$ cat src/rtl/mem_port_arbiter.sv
// Arbitrates one single-ported memory between instruction fetch and data access,
// sequencing each access over MEM_LAT cycles with fair round-robin on ties.
module mem_port_arbiter #(
    parameter int unsigned MEM_LAT = 1,
    parameter int unsigned ADDR_W  = 32,
    parameter int unsigned DATA_W  = 32
) (
    input  logic              clk,
    input  logic              reset,
    input  logic              if_req,
    input  logic [ADDR_W-1:0] if_addr,
    output logic [DATA_W-1:0] if_rdata,
    output logic              if_ready,
    output logic              if_stall,
    input  logic              dm_req,
    input  logic              dm_rw,
    input  logic [ADDR_W-1:0] dm_addr,
    input  logic [DATA_W-1:0] dm_wdata,
    input  logic [1:0]        dm_size,
    output logic [DATA_W-1:0] dm_rdata,
    output logic              dm_ready,
    output logic              dm_stall,
    output logic              mem_en,
    output logic              mem_rw,
    output logic [ADDR_W-1:0] mem_addr,
    output logic [DATA_W-1:0] mem_din,
    output logic [1:0]        mem_size,
    input  logic [DATA_W-1:0] mem_dout,
    output logic [15:0]       contend
);

    localparam int unsigned      CNT_W       = 3;
    localparam logic [CNT_W-1:0] LAT         = CNT_W'(MEM_LAT);
    localparam logic [1:0]       SZ_WORD     = 2'b00;
    localparam logic [15:0]      CONTEND_MAX = 16'hFFFF;
    localparam logic             LAST_IF     = 1'b0;
    localparam logic             LAST_DM     = 1'b1;

    typedef enum logic [1:0] {
        IDLE   = 2'd0,
        BUSY_I = 2'd1,
        BUSY_D = 2'd2
    } state_t;

    state_t             state_q, state_d;
    logic [CNT_W-1:0]   cnt_q, cnt_d;
    logic               last_q, last_d;
    logic [ADDR_W-1:0]  addr_q, addr_d;
    logic [DATA_W-1:0]  wdata_q, wdata_d;
    logic [1:0]         size_q, size_d;
    logic               rw_q, rw_d;
    logic               grant_if, grant_dm;
    logic               if_ready_d, dm_ready_d;
    logic [DATA_W-1:0]  if_rdata_d, dm_rdata_d;
    logic               mem_en_d, mem_rw_d;
    logic [15:0]        contend_d;

    assign if_stall = if_req & ~if_ready;
    assign dm_stall = dm_req & ~dm_ready;
    assign mem_addr = addr_q;
    assign mem_din  = wdata_q;
    assign mem_size = size_q;

    // Next-state, grant and completion decode
    always_comb begin
        state_d    = state_q;
        cnt_d      = cnt_q;
        last_d     = last_q;
        addr_d     = addr_q;
        wdata_d    = wdata_q;
        size_d     = size_q;
        rw_d       = rw_q;
        grant_if   = 1'b0;
        grant_dm   = 1'b0;
        if_ready_d = 1'b0;
        dm_ready_d = 1'b0;
        if_rdata_d = if_rdata;
        dm_rdata_d = dm_rdata;

        case (state_q)
            IDLE: begin
                if (if_req && dm_req) begin
                    grant_if = (last_q == LAST_DM);
                    grant_dm = (last_q == LAST_IF);
                end else begin
                    grant_if = if_req;
                    grant_dm = dm_req;
                end
            end
            BUSY_I: begin
                cnt_d = cnt_q - CNT_W'(1);
                if (cnt_q == CNT_W'(1)) begin
                    if_rdata_d = mem_dout;
                    if_ready_d = 1'b1;
                    last_d     = LAST_IF;
                    state_d    = IDLE;
                    grant_dm   = dm_req;
                end
            end
            BUSY_D: begin
                cnt_d = cnt_q - CNT_W'(1);
                if (cnt_q == CNT_W'(1)) begin
                    if (rw_q) begin
                        dm_rdata_d = mem_dout;
                    end
                    dm_ready_d = 1'b1;
                    last_d     = LAST_DM;
                    state_d    = IDLE;
                    grant_if   = if_req;
                end
            end
            default: state_d = IDLE;
        endcase

        // A grant latches the winner's request so the memory sees a stable access
        if (grant_if) begin
            state_d = BUSY_I;
            cnt_d   = LAT;
            addr_d  = if_addr;
            size_d  = SZ_WORD;
            rw_d    = 1'b1;
        end
        if (grant_dm) begin
            state_d = BUSY_D;
            cnt_d   = LAT;
            addr_d  = dm_addr;
            wdata_d = dm_wdata;
            size_d  = dm_size;
            rw_d    = dm_rw;
        end

        mem_en_d = (state_d != IDLE);
        mem_rw_d = (state_d != IDLE) ? rw_d : 1'b1;

        contend_d = contend;
        if (if_req && dm_req && (contend != CONTEND_MAX)) begin
            contend_d = contend + 16'd1;
        end
    end

    always_ff @(posedge clk or negedge reset) begin
        if (!reset) begin
            state_q  <= IDLE;
            cnt_q    <= '0;
            last_q   <= LAST_IF;
            addr_q   <= '0;
            wdata_q  <= '0;
            size_q   <= SZ_WORD;
            rw_q     <= 1'b1;
            if_ready <= 1'b0;
            dm_ready <= 1'b0;
            if_rdata <= '0;
            dm_rdata <= '0;
            mem_en   <= 1'b0;
            mem_rw   <= 1'b1;
            contend  <= '0;
        end else begin
            state_q  <= state_d;
            cnt_q    <= cnt_d;
            last_q   <= last_d;
            addr_q   <= addr_d;
            wdata_q  <= wdata_d;
            size_q   <= size_d;
            rw_q     <= rw_d;
            if_ready <= if_ready_d;
            dm_ready <= dm_ready_d;
            if_rdata <= if_rdata_d;
            dm_rdata <= dm_rdata_d;
            mem_en   <= mem_en_d;
            mem_rw   <= mem_rw_d;
            contend  <= contend_d;
        end
    end

endmodule
$ cat config.mk
export PLATFORM = sky130hd
export DESIGN_NAME = mem_port_arbiter
export DESIGN_NICKNAME = d
export VERILOG_FILES = /design/src/rtl/mem_port_arbiter.sv
export SDC_FILE = /design/constraint.sdc
export NUM_CORES = 1
export LEC_CHECK = 0
export CORE_MARGIN = 4
export CORE_UTILIZATION = 42
export CTS_CLUSTER_SIZE = 10
export DETAILED_ROUTE_END_ITERATION = 16
export GPL_TIMING_DRIVEN = 0
export PLACE_DENSITY_LB_ADDON = 0.15
export SYNTH_ARGS = -nofsm -noshare
export SYNTH_HDL_FRONTEND = slang
export SYNTH_SLANG_ARGS = --single-unit
$ cat constraint.sdc
create_clock -name clk -period 1.9 [get_ports clk]
set_input_delay 0.19 -clock clk [delete_from_list [all_inputs] [get_ports clk]]
set_output_delay 0.19 -clock clk [all_outputs]
set_load 0.01 [all_outputs]
==> impl_metrics.ini, run 1 <==
[final_layout]
number_of_nets_at_the_end_of_the_flow = 1098
layout-drive-gt1-share_pct = 11.9
finish.utilization_pct = 68.1
syn2layout_area_growth_pct = 59.2
layout_commonest_cell = sky130_fd_sc_hd__clkdlybuf4s50_1
layout.cells.most_common_list = sky130_fd_sc_hd__clkdlybuf4s50_1 (284), sky130_fd_sc_hd__nand2_1 (266), sky130_fd_sc_hd__dfrtp_1 (154), sky130_fd_sc_hd__nor2_1 (39), sky130_fd_sc_hd__mux2_2 (34)
antenna_cells = 0
finish.cell_count_without_fillers = 1157
layout.filler_cells = 1229

[critical_path]
slowest_stage = sky130_fd_sc_hd__or3_4
setup.worst_path.class = flip-flop to flip-flop
timing.critical_path.from_type = flip-flop
critical_path_required_ns = 2.20
crit_path_cell_trace = ha_1 -> nand3_1 -> or3_4 -> nor2_1 -> mux2_2
timing.critical_path.fanout_max = 6
critical_path.endpoint_type = flip-flop
critical_path.max_stage_delay_ns = 0.46
cp.arrival_ns = 2.12

[power_and_ir_drop]
leakage_nw = 4.70
power.total_mw = 17.4
peak_vdd_ir_mv = 0.891
pwr_density_cell_nw_per_um2 = 1680

[cts]
clock_path_buffers = 2
clock-root-buffer = sky130_fd_sc_hd__clkbuf_16
cts_num_sinks = 157
cts_tree = yes
worstSkewPairLatency_ns = 0.43
cts_buffers = 17
cts.htree.levels = 4
clkSlewWorstSetupHoldPaths_ns = 0.07

[detailed_routing]
drc_violation_total_after_the_first_tritonroute_iteration = 227
firstDrtPassIters = 4
antenna_violating_nets_post_route = 0
totalWireLength_um = 18500
wire_per_inst_um = 16.0
route.detailed.drc = 0
drt-vias-per-instance = 4.83
dr_total_vias = 5587

[placed_design]
port-buffer-count = 286
dp_hpwl_um = 13600
place_congestion = 0.830
dp_slack_ns = -0.190
place_inst = 1121

[floorplanning]
effective_utilization_at_floorplan_pct = 42.8
core_region_area_um2 = 15200
io_pins = 287
die_height_um = 132
placementRows = 45
die_area_um2 = 17500
die-width_um = 132

[synth]
synthesis.instances = 646
synth_ff_type = sky130_fd_sc_hd__dfrtp_1
top_cells_by_area_in_the_synthesized_netlist = sky130_fd_sc_hd__dfrtp_1 (60%), sky130_fd_sc_hd__nand2_1 (15%), sky130_fd_sc_hd__mux2_2 (5.9%)
synth.lib_cells_used.distinct = 51
ys_async_sr_fraction_pct = 100
synth-edff-count = 0
yosys.area.top_type_share_pct = 59.7
yosys_warnings = 0
syn_avg_cell_area_um2 = 10.1
post_synthesis_instance_area_um2 = 6500
yosysTopAreaCell = sky130_fd_sc_hd__dfrtp_1
synth.ff_latch_count = 157
synthesis.nets = 788
yosysSeqAreaShare_pct = 60.5

[min_path]
hold_path_class = input port to flip-flop

[global_route]
first_pass_grt_wire_length_um = 29500
antenna_found_initial = 0
grt_overflow_total = 0
grt_start_max_net_pins = 85
global_route.usage.total_pct = 21.1
grt_pass1_vias = 5720

[timing]
skew_ns = 0.0110
timing.final.ws_setup_ns = 0.0889
setup-tns-final_ns = 0
timing.max_slew.rel_slack_pct = 62.1
finalHoldViolCount = 0
period_needed_ns = 1.81
setup_viol = 0
final_worst_path_cycle_share_pct = 95.3
slew_viol_final = 0
maxClockFrequency_mhz = 552
worst-slew-pin-transition_ns = 0.569

[flow_run]
max-cap-violations = 0

[run_status]
status = complete, no violations
## per-layer routing
layer  vias up  wire [um]  track usage [%]
li1       2745          -                -
met1      2597       7800             25.8
met2       209       8680             33.7
met3        36       1530             7.56
met4         0        488             9.01
met5         -          0                0
## report_power, final
| group | leakage [nW] | total [mW] | internal [mW] | switching (mW) |
|---|---|---|---|---|
| Clock | 0.268 | 3.37 | 1.97 | 1.40 |
| Sequential | 1.89 | 5.81 | 4.94 | 0.875 |
| Combinational | 2.55 | 8.21 | 4.42 | 3.79 |
| Total | 4.70 | 17.4 | 11.3 | 6.06 |
## timing repair
| action | 4_1_cts | 5_1_grt |
|---|---|---|
| hold buffers | 1 | 0 |
| buffers inserted | 0 | 3 |
| hold endpoints to repair | 73 | 0 |
| pin swaps | 0 | 1 |
| endpoints found under the setup margin | 97 | 92 |
| resized for setup | 13 | 17 |
## flip-flops by register name, indices dropped and copies added, names as in the netlist
signal / cells
rw_q: 1
dm_ready: 1
mem_size: 2
if_rdata: 32
last_q: 1
dm_rdata: 32
state_q: 2
if_ready: 1
contend: 16
mem_addr: 32
mem_din: 32
cnt_q: 3
mem_rw: 1
mem_en: 1
## cell usage after synthesis, types with 2 or more instances
library cell	n
sky130_fd_sc_hd__a22o_1	2
sky130_fd_sc_hd__a21oi_1	2
sky130_fd_sc_hd__dfrtp_1	155
sky130_fd_sc_hd__buf_2	18
sky130_fd_sc_hd__a31oi_1	32
sky130_fd_sc_hd__o21ai_0	4
sky130_fd_sc_hd__inv_1	5
sky130_fd_sc_hd__nor3_1	7
sky130_fd_sc_hd__dfstp_2	2
sky130_fd_sc_hd__buf_1	2
sky130_fd_sc_hd__inv_2	2
sky130_fd_sc_hd__nor2_1	39
sky130_fd_sc_hd__xor2_1	11
sky130_fd_sc_hd__nor2b_1	2
sky130_fd_sc_hd__o21a_1	2
sky130_fd_sc_hd__ha_1	7
sky130_fd_sc_hd__nand2_1	267
sky130_fd_sc_hd__clkbuf_1	6
sky130_fd_sc_hd__buf_4	4
sky130_fd_sc_hd__nand4_1	4
sky130_fd_sc_hd__xnor2_1	2
sky130_fd_sc_hd__nand2b_1	3
sky130_fd_sc_hd__nor4_1	2
sky130_fd_sc_hd__mux2_2	34
sky130_fd_sc_hd__nand3_1	6
## kinds of logic after synthesis
kind of cell	synth area share, %
xor gates and xnor gates	1.75
and+or+nand+nor	21.8
AOI/OAI and AO/OA	5.79
DFF	60.5
adders and majority gates	1.35
buffers and inverters	2.71
muxes	6.12
## critical path, delay by kind of cell (launching register included)
kind	cells	cell delay, ns
simple gates	3	0.75
fa+ha+maj	1	0.21
flops	1	0.41
mux	1	0.33
## through the flow
step                      hold WS, ns  area [um2]
after floorplan                -0.106        6500
after global placement          0.456        9600
after detailed placement        0.201        9630
after CTS                       0.274       10300
after global routing            0.277       10300
final                           0.287       10300
## final timing paths
path                            cells after the start  slack, ns                       end                   start
worst max-delay path                                5       0.09   contend[10]$_DFFE_PN0P_  contend[0]$_DFFE_PN0P_
worst min-delay path                                3       0.29   mem_din[19]$_DFFE_PN0N_            dm_wdata[19]
worst max register to register                      5       0.09   contend[10]$_DFFE_PN0P_  contend[0]$_DFFE_PN0P_
worst min register to register                      2       0.47    mem_din[7]$_DFFE_PN0N_  mem_din[7]$_DFFE_PN0N_
max in group asynchronous                           3       0.73            rw_q$_DFF_PN1_                   reset
min in group asynchronous                           2       0.33  if_rdata[16]$_DFFE_PN0P_                   reset
## layout make-up
cell class              instances  area, um2  share of cell area [%]
clock inverters                13        141                    1.37
repair buffers                291       2930                    28.3
flip-flops and latches        157       3930                    38.0
well taps                     188        235                    2.27
plain buffers                  30        179                    1.73
inverters                       7       31.3                   0.302
clock buffers                  19        443                    4.28
multi-input cells             452       2450                    23.7
Power figures use the tool's default switching activity.
==> inputs of run 2 (changes only) <==
RECOVER_POWER = 100   (was unset)
==> impl_metrics.ini, run 2 (synthesized netlist as in run 1, its figures left out) <==
[floorplanning]
io_pins = 287
effective_utilization_at_floorplan_pct = 42.8
core_region_area_um2 = 15200
die_height_um = 132
die-width_um = 132
placementRows = 45
die_area_um2 = 17500

[timing]
worst-slew-pin-transition_ns = 1.03
setup_viol = 0
period_needed_ns = 1.81
timing.max_slew.rel_slack_pct = 31.3
maxClockFrequency_mhz = 551
final_worst_path_cycle_share_pct = 95.5
slew_viol_final = 0
skew_ns = 0.00871
rsz0062_at_grt = no
finalHoldViolCount = 0

[global_route]
first_pass_grt_wire_length_um = 29500
grt_overflow_total = 0
grt_pass1_vias = 5720
grt_start_max_net_pins = 85
antenna_found_initial = 0
global_route.usage.total_pct = 21.1

[final_layout]
number_of_nets_at_the_end_of_the_flow = 1098
syn2layout_area_growth_pct = 58.8
layout_commonest_cell = sky130_fd_sc_hd__clkdlybuf4s50_1
finish.cell_count_without_fillers = 1158
layout.cells.most_common_list = sky130_fd_sc_hd__clkdlybuf4s50_1 (277), sky130_fd_sc_hd__nand2_1 (266), sky130_fd_sc_hd__dfrtp_1 (154), sky130_fd_sc_hd__nor2_1 (40), sky130_fd_sc_hd__mux2_2 (34)
layout-drive-gt1-share_pct = 11.8
finish.utilization_pct = 67.9

[critical_path]
worst_r2r_path_depth = 5
timing.critical_path.from_type = flip-flop
setup.worst_path.class = flip-flop to flip-flop
timing.critical_path.fanout_max = 6
critical_path.endpoint_type = flip-flop
cp.arrival_ns = 2.12
critical_path_required_ns = 2.21

[power_and_ir_drop]
power_switching_share_pct = 34.8
leakage_nw = 4.71
peak_vdd_ir_mv = 0.888
p_int_mw = 11.3
power.share.sequential_pct = 33.5
net_switching_component_of_the_power_mw = 6.04
pwr_density_cell_nw_per_um2 = 1680
combinationalPowerShare_pct = 47.1
share_clk_of_total_power_pct = 19.4

[cts]
cts_num_sinks = 157
clkSlewWorstSetupHoldPaths_ns = 0.07
cts.htree.levels = 4
cts_buffers = 17
clock-root-buffer = sky130_fd_sc_hd__clkbuf_16
clock_path_buffers = 2
cts_tree = yes
worstSkewPairLatency_ns = 0.42

[placed_design]
place_inst = 1121
place_congestion = 0.830
dp_hpwl_um = 13600
port-buffer-count = 286

[detailed_routing]
drc_violation_total_after_the_first_tritonroute_iteration = 230
antenna_violating_nets_post_route = 0
drt-vias-per-instance = 4.84
firstDrtPassIters = 4
route.detailed.drc = 0
totalWireLength_um = 18500
wire_per_inst_um = 15.9
dr_total_vias = 5604

[flow_run]
max-cap-violations = 0

[min_path]
timing.hold.worst_path_depth = 3
hold_path_class = input port to flip-flop

[run_status]
status = complete, no violations
[run 2: cell count changes in the layout (fill, tap and decap cells not counted), moves of 3 or more]
cell | previous run | this run
sky130_fd_sc_hd__clkbuf_2 | 2 | 5
sky130_fd_sc_hd__clkdlybuf4s50_1 | 284 | 277
sky130_fd_sc_hd__dlygate4sd3_1 | 1 | 8
sky130_fd_sc_hd__buf_2 | 12 | 9
[run 2: worst max-delay path, stage by stage (launching register included)]
cell                      delay, ns
sky130_fd_sc_hd__dfrtp_2       0.41
sky130_fd_sc_hd__ha_1          0.21
sky130_fd_sc_hd__nand3_1       0.17
sky130_fd_sc_hd__or3_4         0.46
sky130_fd_sc_hd__nor2_1        0.12
sky130_fd_sc_hd__mux2_2        0.33
[run 2: power groups by stage]
stage	combinational [mW]	sequential, mW	clock [mW]
CTS	8.15	5.81	3.42
floorplan	3.00	6.50	0
finish	8.17	5.81	3.37
global route	8.93	6.04	3.56
global placement	7.97	5.78	0
detailed placement	8.04	5.85	0
[run 2: path summary, 6_finish.rpt]
path,start,endpoint,slack [ns]
max,contend[0]$_DFFE_PN0P_,contend[10]$_DFFE_PN0P_,0.09
min,dm_wdata[19],mem_din[19]$_DFFE_PN0N_,0.29
max reg2reg,contend[0]$_DFFE_PN0P_,contend[10]$_DFFE_PN0P_,0.09
min reg2reg,mem_din[7]$_DFFE_PN0N_,mem_din[7]$_DFFE_PN0N_,0.47
max in group asynchronous,reset,mem_rw$_DFF_PN1_,0.41
min in group asynchronous,reset,if_rdata[16]$_DFFE_PN0P_,0.49
[run 2: cell type report]
type / instances / area, um2
clock buffers: 19 / 443
clock inverters: 13 / 141
inverters: 7 / 31.3
flip-flops and latches: 157 / 3930
repair buffers: 291 / 2920
multi-input cells: 452 / 2440
diodes: 1 / 2.50
well taps: 188 / 235
plain buffers: 30 / 179
fillers: 1237 / 4880
[run 2: layer usage]
| metal | wire length [um] | global-route usage (%) | vias to the layer above |
|---|---|---|---|
| met3 | 1520 | 7.56 | 37 |
| met1 | 7740 | 25.8 | 2620 |
| li1 | - | - | 2745 |
| met5 | 0 | 0 | - |
| met2 | 8670 | 33.7 | 202 |
| met4 | 516 | 9.01 | 0 |
[run 2: through the flow]
step	hold WS, ns	instance area (um2)	power [mW]	setup slack, ns	TNS (ns)
4_1_cts	0.274	10300	17.4	-0.0741	-1.47
2_1_floorplan	-0.106	6500	9.51	0.175	0
3_5_place_dp	0.201	9630	13.9	-0.190	-5.99
5_1_grt	0.277	10300	18.5	0.00418	0
6_report	0.290	10300	17.3	0.0860	0
3_3_place_gp	0.456	9600	13.8	-5.95	-931.61
[run 2: repair_timing]
item,CTS,global route
pin swaps,0,1
endpoints found under the setup margin,97,92
endpoints found under the hold margin,73,0
hold buffers,1,0
setup buffers,0,3
resized for setup,13,17
